<file path="src/rtl/wb_fill_blitter_if.sv">
// Single Wishbone classic bus bundle; master drives the request, slave returns data/ack.
// Used both for the CPU-facing register port and the VRAM-facing write port.
interface wb_fill_blitter_if;
    logic [31:0] adr;
    logic [31:0] dat_w;
    logic [31:0] dat_r;
    logic [3:0]  sel;
    logic        cyc;
    logic        stb;
    logic        we;
    logic        ack;

    modport master (output adr, dat_w, sel, cyc, stb, we, input dat_r, ack);
    modport slave  (input adr, dat_w, sel, cyc, stb, we, output dat_r, ack);
endinterface

</file>
<file path="src/rtl/wb_fill_blitter.sv">
// Rectangle fill engine: registers over a Wishbone slave, one-word writes on a Wishbone master.
// Slave acks one cycle after strobe; each master beat holds until ack, then idles one cycle.
module wb_fill_blitter #(
    parameter int          STRIDE_BYTES = 320,
    parameter logic [31:0] DEFAULT_BASE = 32'h40100000
) (
    input  logic               clk_100MHz,
    input  logic               rst_n,
    wb_fill_blitter_if.slave   bl_s,
    wb_fill_blitter_if.master  bl,
    output logic               irq
);
    typedef enum logic [1:0] {S_IDLE, S_LINE, S_BEAT, S_NEXT} state_t;

    state_t      state_q, state_d;
    logic [31:0] dst_base_q, line_addr_q, word_addr_q, s_dat_q, rd_mux;
    logic [6:0]  pos_x_q;
    logic [8:0]  pos_y_q;
    logic [7:0]  width_q, words_left_q;
    logic [9:0]  height_q, lines_left_q;
    logic [3:0]  color_q;
    logic        done_q, done_d, aborted_q, aborted_d, irq_en_q, abort_q, s_ack_q, irq_q;

    logic [4:0]  off;
    logic        s_req, s_wr, wr_ctrl, wr_cfg, busy, size_zero;
    logic        start_req, start_go, abort_now, fill_end, done_clr;
    logic        unused_ok;

    assign off       = bl_s.adr[4:0];
    assign s_req     = bl_s.cyc & bl_s.stb & ~s_ack_q;
    assign s_wr      = s_req & bl_s.we;
    assign busy      = (state_q != S_IDLE);
    assign wr_ctrl   = s_wr && (off == 5'h00);
    assign wr_cfg    = s_wr && !busy;
    assign size_zero = (width_q == 8'd0) || (height_q == 10'd0);
    assign start_req = wr_ctrl & bl_s.dat_w[0] & ~busy;
    assign start_go  = start_req & ~size_zero;
    // The abort write itself counts, so a request landing on the NEXT cycle cannot leak one more beat.
    assign abort_now = abort_q | (wr_ctrl & bl_s.dat_w[4] & busy);
    assign done_clr  = wr_ctrl & bl_s.dat_w[2];
    assign unused_ok = ^{bl_s.sel, bl_s.adr[31:5], bl.dat_r};

    always_ff @(posedge clk_100MHz) begin
        if (!rst_n) state_q <= S_IDLE;
        else        state_q <= state_d;
    end

    always_comb begin
        state_d = state_q;
        case (state_q)
            S_IDLE: if (start_go) state_d = S_LINE;
            S_LINE: state_d = abort_now ? S_IDLE : S_BEAT;
            S_BEAT: if (bl.ack) state_d = S_NEXT;
            S_NEXT: begin
                if (abort_now)                  state_d = S_IDLE;
                else if (words_left_q > 8'd1)   state_d = S_BEAT;
                else if (lines_left_q > 10'd1)  state_d = S_LINE;
                else                            state_d = S_IDLE;
            end
            default: state_d = S_IDLE;
        endcase
    end

    always_comb begin
        bl.cyc   = (state_q == S_BEAT);
        bl.stb   = bl.cyc;
        bl.we    = bl.cyc;
        bl.sel   = {4{bl.cyc}};
        bl.adr   = word_addr_q;
        bl.dat_w = {8{color_q}};
    end

    assign fill_end = busy && (state_d == S_IDLE);

    always_comb begin
        done_d    = done_q;
        aborted_d = aborted_q;
        if (done_clr) begin
            done_d    = 1'b0;
            aborted_d = 1'b0;
        end
        if (fill_end || (start_req && size_zero)) done_d = 1'b1;
        if (fill_end && abort_now)                aborted_d = 1'b1;
    end

    always_comb begin
        rd_mux = 32'd0;
        case (off)
            5'h00: rd_mux = {26'd0, aborted_q, 1'b0, irq_en_q, done_q, busy, 1'b0};
            5'h04: rd_mux = dst_base_q;
            5'h08: rd_mux = {7'd0, pos_y_q, 9'd0, pos_x_q};
            5'h0C: rd_mux = {6'd0, height_q, 8'd0, width_q};
            5'h10: rd_mux = {28'd0, color_q};
            default: rd_mux = 32'd0;
        endcase
    end

    always_ff @(posedge clk_100MHz) begin
        if (!rst_n) begin
            dst_base_q   <= DEFAULT_BASE;
            pos_x_q      <= '0;
            pos_y_q      <= '0;
            width_q      <= '0;
            height_q     <= '0;
            color_q      <= '0;
            irq_en_q     <= 1'b0;
            done_q       <= 1'b0;
            aborted_q    <= 1'b0;
            abort_q      <= 1'b0;
            s_ack_q      <= 1'b0;
            s_dat_q      <= '0;
            irq_q        <= 1'b0;
            line_addr_q  <= '0;
            word_addr_q  <= '0;
            words_left_q <= '0;
            lines_left_q <= '0;
        end else begin
            s_ack_q   <= s_req;
            irq_q     <= done_q & irq_en_q;
            done_q    <= done_d;
            aborted_q <= aborted_d;
            if (s_req) s_dat_q <= rd_mux;
            if (wr_ctrl) irq_en_q <= bl_s.dat_w[3];
            if (wr_cfg) begin
                case (off)
                    5'h04: dst_base_q <= bl_s.dat_w;
                    5'h08: begin
                        pos_x_q <= bl_s.dat_w[6:0];
                        pos_y_q <= bl_s.dat_w[24:16];
                    end
                    5'h0C: begin
                        width_q  <= bl_s.dat_w[7:0];
                        height_q <= bl_s.dat_w[25:16];
                    end
                    5'h10: color_q <= bl_s.dat_w[3:0];
                    default: ;
                endcase
            end
            if (state_d == S_IDLE)                  abort_q <= 1'b0;
            else if (wr_ctrl && bl_s.dat_w[4] && busy) abort_q <= 1'b1;

            case (state_q)
                S_IDLE: if (start_go) begin
                    line_addr_q  <= dst_base_q + 32'(STRIDE_BYTES) * {23'd0, pos_y_q}
                                    + {23'd0, pos_x_q, 2'b00};
                    lines_left_q <= height_q;
                end
                S_LINE: begin
                    word_addr_q  <= line_addr_q;
                    words_left_q <= width_q;
                end
                S_NEXT: begin
                    if (state_d == S_BEAT) begin
                        word_addr_q  <= word_addr_q + 32'd4;
                        words_left_q <= words_left_q - 8'd1;
                    end else if (state_d == S_LINE) begin
                        line_addr_q  <= line_addr_q + 32'(STRIDE_BYTES);
                        lines_left_q <= lines_left_q - 10'd1;
                    end
                end
                default: ;
            endcase
        end
    end

    assign bl_s.ack   = s_ack_q;
    assign bl_s.dat_r = s_dat_q;
    assign irq        = irq_q;
endmodule

</file>
<file path="src/flat_wrapper.sv">
// flat-port wrapper written by rule: the top's interface ports become plain ports
module wb_fill_blitter_flat 
#(
    parameter int          STRIDE_BYTES = 320,
    parameter logic [31:0] DEFAULT_BASE = 32'h40100000
)
  (clk_100MHz, rst_n, irq, bl_s_adr, bl_s_dat_w, bl_s_sel, bl_s_cyc, bl_s_stb, bl_s_we, bl_s_dat_r, bl_s_ack, bl_adr, bl_dat_w, bl_sel, bl_cyc, bl_stb, bl_we, bl_dat_r, bl_ack);
  wb_fill_blitter_if bl_s_i ();
  wb_fill_blitter_if bl_i ();
  input  logic clk_100MHz;
  input  logic rst_n;
  output logic irq;
  input wire logic [$bits(bl_s_i.adr)-1:0] bl_s_adr;
  input wire logic [$bits(bl_s_i.dat_w)-1:0] bl_s_dat_w;
  input wire logic [$bits(bl_s_i.sel)-1:0] bl_s_sel;
  input wire logic [$bits(bl_s_i.cyc)-1:0] bl_s_cyc;
  input wire logic [$bits(bl_s_i.stb)-1:0] bl_s_stb;
  input wire logic [$bits(bl_s_i.we)-1:0] bl_s_we;
  output wire logic [$bits(bl_s_i.dat_r)-1:0] bl_s_dat_r;
  output wire logic [$bits(bl_s_i.ack)-1:0] bl_s_ack;
  output wire logic [$bits(bl_i.adr)-1:0] bl_adr;
  output wire logic [$bits(bl_i.dat_w)-1:0] bl_dat_w;
  output wire logic [$bits(bl_i.sel)-1:0] bl_sel;
  output wire logic [$bits(bl_i.cyc)-1:0] bl_cyc;
  output wire logic [$bits(bl_i.stb)-1:0] bl_stb;
  output wire logic [$bits(bl_i.we)-1:0] bl_we;
  input wire logic [$bits(bl_i.dat_r)-1:0] bl_dat_r;
  input wire logic [$bits(bl_i.ack)-1:0] bl_ack;
  assign bl_s_i.adr = bl_s_adr;
  assign bl_s_i.dat_w = bl_s_dat_w;
  assign bl_s_i.sel = bl_s_sel;
  assign bl_s_i.cyc = bl_s_cyc;
  assign bl_s_i.stb = bl_s_stb;
  assign bl_s_i.we = bl_s_we;
  assign bl_s_dat_r = bl_s_i.dat_r;
  assign bl_s_ack = bl_s_i.ack;
  assign bl_adr = bl_i.adr;
  assign bl_dat_w = bl_i.dat_w;
  assign bl_sel = bl_i.sel;
  assign bl_cyc = bl_i.cyc;
  assign bl_stb = bl_i.stb;
  assign bl_we = bl_i.we;
  assign bl_i.dat_r = bl_dat_r;
  assign bl_i.ack = bl_ack;
  wb_fill_blitter #(.STRIDE_BYTES(STRIDE_BYTES), .DEFAULT_BASE(DEFAULT_BASE)) u_core (.clk_100MHz(clk_100MHz), .rst_n(rst_n), .bl_s(bl_s_i), .bl(bl_i), .irq(irq));
endmodule
</file>
<file path="config.mk">
export PLATFORM = sky130hd
export DESIGN_NAME = wb_fill_blitter_flat
export DESIGN_NICKNAME = d
export VERILOG_FILES = /design/src/rtl/wb_fill_blitter_if.sv /design/src/rtl/wb_fill_blitter.sv /design/src/flat_wrapper.sv
export SDC_FILE = /design/constraint.sdc
export NUM_CORES = 1
export LEC_CHECK = 0
export BUFFER_PORTS_ARGS = -buffer_cell sky130_fd_sc_hd__buf_4
export CAP_MARGIN = 10
export CORE_MARGIN = 8
export CORE_UTILIZATION = 55
export DETAILED_ROUTE_END_ITERATION = 16
export PLACE_DENSITY = 0.81
export SYNTH_ARGS = -nofsm -noshare
export SYNTH_HDL_FRONTEND = slang
export SYNTH_SLANG_ARGS = --single-unit
</file>
<file path="constraint.sdc">
create_clock -name clk_100MHz -period 7 [get_ports clk_100MHz]
set_clock_uncertainty 0.2 [all_clocks]
set_input_delay 1.4 -clock clk_100MHz [delete_from_list [all_inputs] [get_ports clk_100MHz]]
set_output_delay 1.4 -clock clk_100MHz [all_outputs]
set_load 0.005 [all_outputs]
</file>
## After elaboration in Yosys (flattened, before gate mapping)

Index checks and enable logic that the tools add are counted.

- Add/subtract/negate cells: 6
- Multiply operators: 1
- $lt $le $gt $ge: 2
- Equality and inequality tests: 13
- Multiplexer cells: 23
- Bitwise operators: 15
- Reductions and logical operators: 27

Operator list:

| operator | number |
|---|---|
| $pmux 32 s5 | 1 |
| $mux 32 | 4 |
| $pmux 32 s2 | 2 |
| $add 32x18->32 | 1 |
| $add 32x3->32 const B | 1 |
| $add 32x9->32 | 1 |
| $add 32x9->32 const B | 1 |
| $mux 10 | 3 |
| $pmux 10 s2 | 1 |
| $pmux 8 s2 | 1 |
| $mul 3x9->12 const A | 1 |
| $and 1x1->1 | 10 |
| $eq 5x4->1 const B | 2 |
| $gt 10x1->1 const B | 1 |
| $logic_not 10->1 | 1 |
| $mux 2 | 5 |
| $reduce_and 2->1 | 5 |
| $reduce_bool 2->1 | 5 |
| $sub 10x1->10 const B | 1 |
| $gt 8x1->1 const B | 1 |
| $logic_not 8->1 | 1 |
| $mux 8 | 1 |
| $pmux 2 s4 | 1 |
| $sub 8x1->8 const B | 1 |
| 16 further kinds | 35 |

- Bits in registers: 192
- Input bits: 106
- Word-level logic and storage cells: 105

## Logic depth before layout (Yosys ltp)

Gate-level depths: netlist (run 1).

- Word-level depth: 13
- Depth in mapped cells: 20
- Gate-level depth less buffers: 20

## Worst setup path after synthesis (run 1)

Ideal clock, no wire load.

- Path type: register to register
- Start: register u_core.pos_y_q[1]
- End: register u_core.line_addr_q[24]
- Library setup time: 112 ps
- Data arrival time: 4375 ps
- Required time: 6688 ps
- Path slack: 2313 ps
- Stages on the path, launching flop included: 20
- Period minus slack after synthesis: 4687 ps
- Cells stage by stage: dfxtp_1 ha_1 ha_1 inv_1 fa_1 inv_1 a21oi_1 o21ai_0 a21oi_1 o21bai_1 xor2_1 ha_1 ha_1 a21o_1 a21o_1 a311o_1 o31ai_1 nor2_1 xnor2_1 a2111oi_1

- Cells in the longest elaborated chain, start to end: 5

Ends and longest elaborated chain:

| element | line | text |
|---|---|---|
| from (decl) | wb_fill_blitter.sv:18 | `logic [8:0] pos_y_q;` |
| from (signal assigned) | wb_fill_blitter.sv:129 | `pos_y_q <= bl_s.dat_w[24:16];` |
| $mul 3x9->12 | wb_fill_blitter.sv:144 | `line_addr_q <= dst_base_q + 32'(STRIDE_BYTES) * {23'd0, pos_y_q}` |
| $add 32x18->32 | wb_fill_blitter.sv:144 |  |
| $add 32x9->32 | wb_fill_blitter.sv:145 | `+ {23'd0, pos_x_q, 2'b00};` |
| $mux 32 | wb_fill_blitter.sv:143 | `S_IDLE: if (start_go) begin` |
| $pmux 32 s2 | wb_fill_blitter.sv:142 | `case (state_q)` |
| to (signal assigned) | wb_fill_blitter.sv:144 |  |
| to (signal assigned) | wb_fill_blitter.sv:157 | `line_addr_q <= line_addr_q + 32'(STRIDE_BYTES);` |
| to (decl) | wb_fill_blitter.sv:16 | `logic [31:0] dst_base_q, line_addr_q, word_addr_q, s_dat_q, rd_mux;` |

Every way passes these cells. The select of a mux whose other input is x is not followed.
A chain may end at the register's enable or synchronous reset.

## Worst setup path after layout (run 1)

Same ends and word-level chain as after synthesis.

==> impl_metrics.yaml, run 1 <==
clock_tree:
  cts_tree: "done"
  postCtsSetupBuffers: 0
  cts_buffers: 17
  clockBufferDepth: 2
  cts_hold_buf: 0
  numClockSinks: 192
  clkTransAtPathRegs_ps: 80
  post_cts_resize_count: 0
  cts_root_buf: "clkbuf_16"
  cts_max_level: 4
  clk_latency_ps: 450
routing:
  vias_per_cell: 6.206
  drt_iter0_drc: 1052
  dr_wl_met2_um: 14300
  wl_per_cell_um: 18.07
  first_pass_iters: 6
  antenna_left: 0
  met1_length_um: 14250
  num_vias: 10950
  wl_met3_um: 2598
  maxUsedRoutingLayer: "met4"
  drcViolationCount: 0
  drt_wl_total_um: 31880
synthesis:
  synth_most_common_cell: "nand2_1"
  synth_area_leader_cell: "dfxtp_1"
  synth.distinct_cells: 76
  synth-edff-count: 0
  netlist_instances: 1428
  synthAdderAreaFrac: 0.07075
  synth_simple_gate_area_frac: 0.2142
  synthMuxAreaShare: 0.03886
  synth_xor_area_frac: 0.01572
  synth_nets: 1594
  synth_compound_area_frac: 0.2472
  synth_top_family_by_area: "compound AO/OA/AOI/OAI gates"
  syn-cell-area_um2: 11140
  synthArstFlopShare: 0
  ys_ff_latch: 192
  yosys_most_used_dff: "dfxtp_1"
  yosys.area.top_type_share: 0.3450
  synth_common_cells: "nand2_1 (215), dfxtp_1 (192), a21oi_1 (143)"
  ys_top_cells_by_area: "dfxtp_1 (35%), nand2_1 (7.2%), a21oi_1 (6.4%), ha_1 (6.2%), nor2_1 (4.2%)"
  yosysWarnings: 0
  syn_avg_cell_area_um2: 7.802
  yosysSeqAreaShare: 0.3450
die:
  io_pins: 211
  start_util: 0.5559
  die-area_um2: 25070
  num_rows: 52
  dieHeight_um: 158.3
  core_um2: 20040
  die_width_um: 158.3
layout:
  syn_to_final_growth_pct: 14.16
  finish.net_count: 1647
  n_antenna_cell: 0
  fin_util: 0.6347
  fillers: 1784
  drive_gt1_frac: 0.1553
global_route:
  grt_pass1_vias: 10210
  grt_overflow: 0
  grt_usage: 0.2534
  grt_pass1_wl_um: 51690
  grt_max_degree: 88
  antenna_found_initial: 0
timing:
  fin_worst_hold_slack_ps: 264.5
  timing.fmax_mhz: 184.6
  rsz0062_at_grt: "false"
  relSlewSlack: 0.2285
  timing.setup.tns_ps: 0
  worst-slew-pin-transition_ps: 1154
  setup_violations: 0
  finalHoldViolCount: 0
  slew_violations: 0
  post-route-min-period_ps: 5417
  period_share: 0.7739
power_and_ir_drop:
  powerDensity_nw_per_um2: 263.1
  clockPowerShare: 0.304
  p_leak_nw: 4.965
  intPower_mw: 2.038
  ir_drop_uv: 171.4
  seqPwrFrac: 0.376
  swShare: 0.3908
  pwr-share-comb: 0.320
  switchingPower_mw: 1.308
  total_power_mw: 3.346
placed_design:
  gp_congestion: 0.8767
  io_buffers: 147
  place_hpwl_um: 21950
worst_setup_path:
  crit_path_end_kind: "register"
  worstSetupStartpointType: "register"
  cp.arrival_ps: 5540
  r2r_slack_ps: 1580
  cp.required_ps: 7120
  worstRegToRegCells: 19
  path_max_fanout: 10
  path_class: "register to register"
job:
  maxCapViolCount: 0
hold_path:
  hold_path_class: "register to register"
  min_path_cells: 2
outcome:
  outcome: "completed"
-- critical path: stages, from the launching register on --
cell and delay, ps:
dfxtp_1 400, ha_1 330, ha_1 170, inv_1 60
fa_1 390, inv_1 70, a21oi_1 50, o21ai_0 250
a21oi_1 110, o21bai_1 200, xor2_1 170, ha_1 250
ha_1 390, a21o_1 220, a21o_1 180, a311o_1 300
o31ai_1 860, nor2_1 120, xnor2_1 180, a2111oi_1 390
-- flip-flops by register name, summed over array words and instances (netlist names), 2 cells and up --
signal               flops
u_core.color_q           4
u_core.height_q         10
u_core.state_q           2
u_core.bl.adr           32
u_core.width_q           8
u_core.words_left_q      8
u_core.bl_s.dat_r       32
u_core.dst_base_q       32
u_core.pos_y_q           9
u_core.line_addr_q      32
u_core.pos_x_q           7
u_core.lines_left_q     10
-- logic make-up (layout without fill, tap and decap cells) --
kind of cell             Yosys count  count (layout)
flip-flops                       192             192
buffers and inverters            167             233
AO/OA/AOI/OAI                    424             424
AND/OR/NAND/NOR                  526             526
XOR/XNOR                          20              20
adder cells (fa/ha/maj)           60              60
multiplexers                      39              39
-- layout by cell type (no fill, tap or decap), drive strengths merged, types with 14 or more instances in the layout --
master / netlist / routed
inv: 41 / 49
mux2i: 23 / 23
and3: 15 / 15
o21ai: 76 / 76
nor4: 16 / 16
mux2: 14 / 14
a211oi: 18 / 18
nor2: 126 / 126
nor3: 37 / 37
dfxtp: 192 / 192
ha: 55 / 55
nand2: 216 / 216
a22o: 14 / 14
nand3: 45 / 45
buf: 44 / 159
o22ai: 16 / 16
a22oi: 31 / 31
a21oi: 144 / 144
clkbuf: 81 / 17
-- layer usage --
layer / up-vias / track usage
met5: - / 0
met4: 0 / 0.08442
met3: 67 / 0.04832
met2: 463 / 0.3945
met1: 5170 / 0.3462
li1: 5247 / -
-- worst paths after layout --
kind	startpoint	end
worst max-delay path	u_core.pos_y_q[1]	u_core.line_addr_q[24]
worst min-delay path	u_core.bl.adr[0]	u_core.bl.adr[0]
worst min register to register	u_core.bl.adr[0]	u_core.bl.adr[0]
worst max register to register	u_core.pos_y_q[1]	u_core.line_addr_q[24]
-- layout make-up --
class,instances,area (µm²),share of cell area
well taps,270,337.8,0.02656
clock buffers,17,425.4,0.03345
flip-flops and latches,192,3844,0.3022
multi-input cells,1069,6568,0.5164
repair buffers,159,1194,0.09385
clock inverters,15,190.2,0.01495
inverters,42,160.2,0.01259
-- power groups by stage --
| stage | registers [mW] | logic [mW] | clock network (mW) |
|---|---|---|---|
| after floorplan | 1.25 | 0.753 | 0 |
| after global placement | 1.27 | 1.03 | 0 |
| after detailed placement | 1.28 | 1.05 | 0 |
| after CTS | 1.25 | 1.06 | 1.02 |
| after global routing | 1.27 | 1.17 | 1.06 |
| final | 1.26 | 1.07 | 1.02 |
-- per-stage QoR --
step | cells | setup WS, ps | cell area, µm²
2_1_floorplan | 1428 | 2313 | 11140
3_3_place_gp | 1732 | 1794 | 12100
3_5_place_dp | 1732 | 1703 | 12100
4_1_cts | 1764 | 1640 | 12720
5_1_grt | 1764 | 1274 | 12720
6_report | 1764 | 1583 | 12720
Power figures use the tool's default switching activity.
==> inputs of run 2 (changes only) <==
==> constraint.sdc (replaced) <==
create_clock -name clk_100MHz -period 5.3 [get_ports clk_100MHz]
set_clock_uncertainty 0.2 [all_clocks]
set_input_delay 1.06 -clock clk_100MHz [delete_from_list [all_inputs] [get_ports clk_100MHz]]
set_output_delay 1.06 -clock clk_100MHz [all_outputs]
set_load 0.005 [all_outputs]
==> run 2 against run 1 <==
Critical path depth grew 1. Combinational power grew 34%. Total power grew 34%. Count of clock-buffer cells in the layout is the same. Final cell count grew 0.34%. Critical endpoint is now u_core.line_addr_q[26].
==> impl_metrics.yaml, run 2 (synthesized netlist as in run 1, its figures left out) <==
worst_setup_path:
  cp.arrival_ps: 5040
  path_cells: "ha_1, ha_1, inv_1, fa_1, inv_1, a21oi_1, o21ai_1, a21oi_1, o21bai_1, xor2_1, ha_1, ha_1, a21o_1, a21o_1, a311o_1, o31ai_1, buf_4, nor2_1, xnor2_1, a2111oi_1"
  r2r_start: "u_core.pos_y_q[1]"
  cpMaxStageDelayCell: "a2111oi_1"
  r2r-end: "u_core.line_addr_q[26]"
  crit_path_end_kind: "register"
  critical-path-max-stage-delay_ps: 470
  worstSetupStartpointType: "register"
  worstRegToRegCells: 20
  r2r_slack_ps: 360
  cp_common_cell: "ha_1"
  cp.required_ps: 5400
  path_class: "register to register"
  path_max_fanout: 10
die:
  start_util: 0.5559
  die-area_um2: 25070
  num_rows: 52
  die_width_um: 158.3
  dieHeight_um: 158.3
  io_pins: 211
  core_um2: 20040
routing:
  num_vias: 10870
  drt_iter0_drc: 1256
  vias_per_cell: 6.139
  wl_per_cell_um: 17.80
  drt_wl_total_um: 31500
  first_pass_iters: 6
  drcViolationCount: 0
  antenna_left: 0
hold_path:
  hold_path_end: "u_core.bl.adr[1]"
  hold_start: "u_core.bl.adr[1]"
  min_path_cells: 2
  hold_path_class: "register to register"
timing:
  timing.setup.tns_ps: 0
  rsz0062_at_grt: "false"
  post-route-min-period_ps: 4936
  worst-slew-pin-transition_ps: 1183
  finalHoldViolCount: 0
  relSlewSlack: 0.2090
  slew_violations: 0
  timing.fmax_mhz: 202.6
  setup_violations: 0
  period_share: 0.9313
placed_design:
  io_buffers: 147
  gp_congestion: 0.8828
  place_hpwl_um: 21900
global_route:
  grt_overflow: 0
  grt_pass1_wl_um: 51680
  antenna_found_initial: 0
  grt_usage: 0.2508
  grt_max_degree: 91
  grt_pass1_vias: 10100
layout:
  drive_gt1_frac: 0.1587
  n_antenna_cell: 0
  syn_to_final_growth_pct: 14.91
  layout_common_cells: "nand2_1 (215), dfxtp_1 (192), buf_4 (164)"
  finish.net_count: 1653
  final_common_cell: "nand2_1"
  fillers: 1752
job:
  maxCapViolCount: 0
power_and_ir_drop:
  total_power_mw: 4.498
  switchingPower_mw: 1.694
  swShare: 0.3767
  powerDensity_nw_per_um2: 351.4
  intPower_mw: 2.804
  pwr-share-comb: 0.319
  clockPowerShare: 0.312
  p_leak_nw: 5.015
  ir_drop_uv: 218.0
  seqPwrFrac: 0.369
outcome:
  outcome: "completed"
clock_tree:
  cts_root_buf: "clkbuf_16"
  cts_tree: "done"
  clk_latency_ps: 440
  clkTransAtPathRegs_ps: 70
  cts_max_level: 4
  post_cts_resize_count: 0
  numClockSinks: 192
  postCtsSetupBuffers: 0
  clockBufferDepth: 2
  cts_buffers: 17
  cts_hold_buf: 0
[run 2: cell types whose count changed in the layout (fill, tap and decap cells not counted), sizes merged]
cell	previous run	this run
buf	159	165
bufinv	1	3
clkinv	7	3
inv	49	51
[run 2: worst max path at each step]
stage                                  end              start  cells past startpoint  slack [ps]
finish              u_core.line_addr_q[26]  u_core.pos_y_q[1]                     20         360
detailed placement  u_core.line_addr_q[26]  u_core.pos_y_q[1]                     20         400
CTS                 u_core.line_addr_q[26]  u_core.pos_y_q[1]                     20         360
global placement    u_core.line_addr_q[26]  u_core.pos_y_q[1]                     20         580
floorplan           u_core.line_addr_q[24]  u_core.pos_y_q[1]                     19         610
global route        u_core.line_addr_q[26]  u_core.pos_y_q[1]                     20          50
[run 2: worst max-delay path, delay by kind of cell (launching register included)]
family	cells	cell delay [ps]
buffers and inverters	3	350
flip-flops	1	380
XOR/XNOR	2	310
AO/OA/AOI/OAI	9	1930
AND/OR/NAND/NOR	1	60
adder cells (fa/ha/maj)	5	1560
[run 2: final cells by class]
type / instances / area [µm²] / share of cell area
Multi-Input combinational cell: 1069 / 6568 / 0.5130
Sequential cell: 192 / 3844 / 0.3002
Timing Repair Buffer: 165 / 1251 / 0.09773
Clock buffer: 17 / 425.4 / 0.03323
Tap cell: 270 / 337.8 / 0.02639
Clock inverter: 15 / 216.5 / 0.01691
Inverter: 42 / 160.2 / 0.01251
[run 2: routing by layer]
layer	track usage	share of wire	vias up	routed length, µm
met1	0.3464	0.44	5031	13910
li1	-	-	5279	-
met4	0.05254	0.012	0	374
met2	0.3973	0.45	520	14190
met5	0	0	-	0
met3	0.05157	0.096	36	3032
[run 2: power groups by stage]
stage | Clock [mW] | Sequential [mW] | Combinational (mW)
after floorplan | 0 | 1.65 | 0.994
after global placement | 0 | 1.68 | 1.38
after detailed placement | 0 | 1.69 | 1.40
after CTS | 1.41 | 1.66 | 1.40
after global routing | 1.47 | 1.68 | 1.56
final | 1.40 | 1.66 | 1.43
[run 2: metrics by stage]
step	hold WS, ps	instances	instance area (µm²)	setup WS, ps	utilization
after floorplan	238.2	1428	11140	612.5	-
after global placement	244.8	1738	12160	583.6	0.6068
after detailed placement	247.7	1738	12160	399.4	0.6068
after CTS	258.0	1770	12800	358.5	0.6389
after global routing	282.1	1770	12800	53.96	0.6389
final	256.7	1770	12800	363.9	0.6389
==> inputs of run 3 (changes only) <==
--- a/config.mk
+++ b/config.mk
@@ -5,12 +5,14 @@
 export SDC_FILE = /design/constraint.sdc
 export NUM_CORES = 1
 export LEC_CHECK = 0
+export ABC_AREA = 1
 export BUFFER_PORTS_ARGS = -buffer_cell sky130_fd_sc_hd__buf_4
 export CAP_MARGIN = 10
 export CORE_MARGIN = 8
 export CORE_UTILIZATION = 55
 export DETAILED_ROUTE_END_ITERATION = 16
 export PLACE_DENSITY = 0.81
+export RECOVER_POWER = 50
 export SYNTH_ARGS = -nofsm -noshare
 export SYNTH_HDL_FRONTEND = slang
 export SYNTH_SLANG_ARGS = --single-unit
==> run 3 against run 2 <==
The flow now finishes with violations (capacitance limit, slew limit). Clock power shrank 3%. Non-clock buffer count shrank 6. Setup slack gained 210 ps. Synthesized cell count grew 31%. Utilization shrank 1.5 points. Critical path type is now primary input to register. Register-to-register slack gained 370 ps. Sequential share of layout area shrank 1.4 points. Global-route usage grew 2.2 points. Synthesized area grew 7.3%. Final cell count grew 26%.
==> impl_metrics.yaml, run 3 <==
layout:
  fin_area_um2: 13440
  fin_util: 0.6237
  finalNonFillerCells: 2226
  regArea_um2: 3844
  drive_gt1_frac: 0.09815
  multi_input_area_um2: 6829
  n_antenna_cell: 0
  syn_to_final_growth_pct: 12.48
  fillers: 2136
  layout_common_cells: "nand2_1 (401), nor2_1 (327), o21ai_0 (199)"
  finish.net_count: 2099
  final_common_cell: "nand2_1"
power_and_ir_drop:
  p_leak_nw: 5.996
  ir_drop_uv: 214.3
  powerDensity_nw_per_um2: 298.8
synthesis:
  synth.distinct_cells: 43
  syn-cell-area_um2: 11950
  synthAdderAreaFrac: 0.06596
  synth_xor_area_frac: 0.03078
  yosysSeqAreaShare: 0.3216
  syn_avg_cell_area_um2: 6.411
  synth_common_cells: "nand2_1 (399), nor2_1 (326), o21ai_0 (199)"
  synth-edff-count: 0
  synth_compound_area_frac: 0.1653
  yosys_most_used_dff: "dfxtp_1"
  synth_nets: 2030
  synth_simple_gate_area_frac: 0.3102
  netlist_instances: 1864
  ys_top_cells_by_area: "dfxtp_1 (32%), nand2_1 (13%), nor2_1 (10%), o21ai_0 (8.3%), ha_1 (5.8%)"
  synth_top_family_by_area: "simple AND/OR/NAND/NOR gates"
  yosys.area.top_type_share: 0.3216
  synth_most_common_cell: "nand2_1"
  synthMuxAreaShare: 0
  synthArstFlopShare: 0
  synth_area_leader_cell: "dfxtp_1"
  yosysWarnings: 0
  ys_ff_latch: 192
clock_tree:
  clkTransAtPathRegs_ps: 80
  cts_max_level: 4
  numClockSinks: 192
  cts_root_buf: "clkbuf_16"
  cts_tree: "done"
  cts_hold_buf: 0
  clk_latency_ps: 450
  postCtsSetupBuffers: 0
  clockBufferDepth: 2
  cts_buffers: 17
  post_cts_resize_count: 0
routing:
  wl_per_cell_um: 16.34
  vias_per_cell: 5.568
  num_vias: 12400
  first_pass_iters: 6
  drt_iter0_drc: 1290
  drt_wl_total_um: 36380
  antenna_left: 0
  drcViolationCount: 0
placed_design:
  gp_congestion: 0.9501
  place_hpwl_um: 27040
  place_inst: 2194
  io_buffers: 147
  place_area_um2: 12920
worst_setup_path:
  r2r_slack_ps: 730
  path_delay_family: "buffers and inverters"
  cp.required_ps: 5460
  path_class: "primary input to register"
  path_max_fanout: 53
  crit_path_end_kind: "register"
  critical-path-max-stage-delay_ps: 1470
  cpMaxStageDelayCell: "clkbuf_1"
  crit_buf_inv: 3
  cp.arrival_ps: 4890
  worstSetupStartpointType: "primary input"
  path_cells: "clkbuf_1, clkinv_1, clkbuf_2, a31oi_1"
job:
  maxCapViolCount: 3
global_route:
  grt_max_degree: 92
  grt_usage: 0.2728
  antenna_found_initial: 0
  grt_overflow: 0
  grt_pass1_vias: 11700
  grt_pass1_wl_um: 59310
die:
  die_width_um: 163.4
  num_rows: 54
  start_util: 0.5545
  io_pins: 211
  die-area_um2: 26700
  core_um2: 21550
  dieHeight_um: 163.4
hold_path:
  hold_path_class: "register to register"
timing:
  timing.fmax_mhz: 211.7
  worst-slew-pin-transition_ps: 2106
  setup_violations: 0
  slew_violations: 188
  period_share: 0.8914
  relSlewSlack: -0.4041
  fin_worst_hold_slack_ps: 261.1
  timing.setup.tns_ps: 0
  rsz0062_at_grt: "false"
  post-route-min-period_ps: 4724
  finalHoldViolCount: 0
outcome:
  outcome: "finished with violations"
  violations: "capacitance limit, slew limit"
-- run 3: logic make-up after synthesis --
| group | Yosys count |
|---|---|
| adders and majority gates | 60 |
| and+or+nand+nor | 905 |
| AOI/OAI and AO/OA | 373 |
| xor gates and xnor gates | 42 |
| buffers and inverters | 292 |
| DFF | 192 |
-- run 3: path summary, 6_finish.rpt --
path	to	startpoint	cells past startpoint
hold / removal	u_core.bl_s.dat_r[30]	u_core.dst_base_q[30]	2
hold reg to reg	u_core.bl_s.dat_r[30]	u_core.dst_base_q[30]	2
setup / recovery	u_core.bl_s.dat_r[24]	rst_n	4
setup reg to reg	u_core.line_addr_q[28]	u_core.pos_y_q[1]	21
-- run 3: area by class of cell --
type | count | area share
clock buffer | 17 | 0.03165
clock inverter | 15 | 0.01480
inverter | 183 | 0.05120
multi-input combinational | 1380 | 0.5081
sequential | 192 | 0.2860
tap | 280 | 0.02606
timing repair buffer | 159 | 0.08229
-- run 3: metal layers --
layer | up-vias | GRT usage | wire length (µm)
met3 | 63 | 0.05746 | 2922
li1 | 6171 | - | -
met4 | 0 | 0.08215 | 832
met1 | 5660 | 0.3553 | 15730
met2 | 501 | 0.4455 | 16900
met5 | - | 0 | 0
-- run 3: metrics by stage --
step                      setup slack [ps]  power (mW)
after floorplan                       1442       2.396
after global placement               971.1       2.657
after detailed placement             900.1       2.686
after CTS                            815.0       4.034
after global routing                 274.1       4.248
final                                575.7       4.017
-- run 3: report_power, final --
group	internal [mW]	switching [mW]
Clock	0.682	0.682
Combinational	0.339	0.560
Sequential	1.58	0.174
-- run 3: worst reg2reg max path, cell delays in order (launching register included) --
cell and delay [ps]:
dfxtp_1 370, ha_1 300, ha_1 160, inv_1 50
fa_1 400, o21ai_0 340, a21oi_1 100, o21ai_0 320
a21oi_1 110, nor2_1 130, ha_1 260, ha_1 380
nand2_1 80, inv_1 90, nand3_1 100, nor2_1 200
nand4_1 160, nand3_1 190, nand3_1 110, a21oi_1 290
nor2_1 80, nor2_1 80
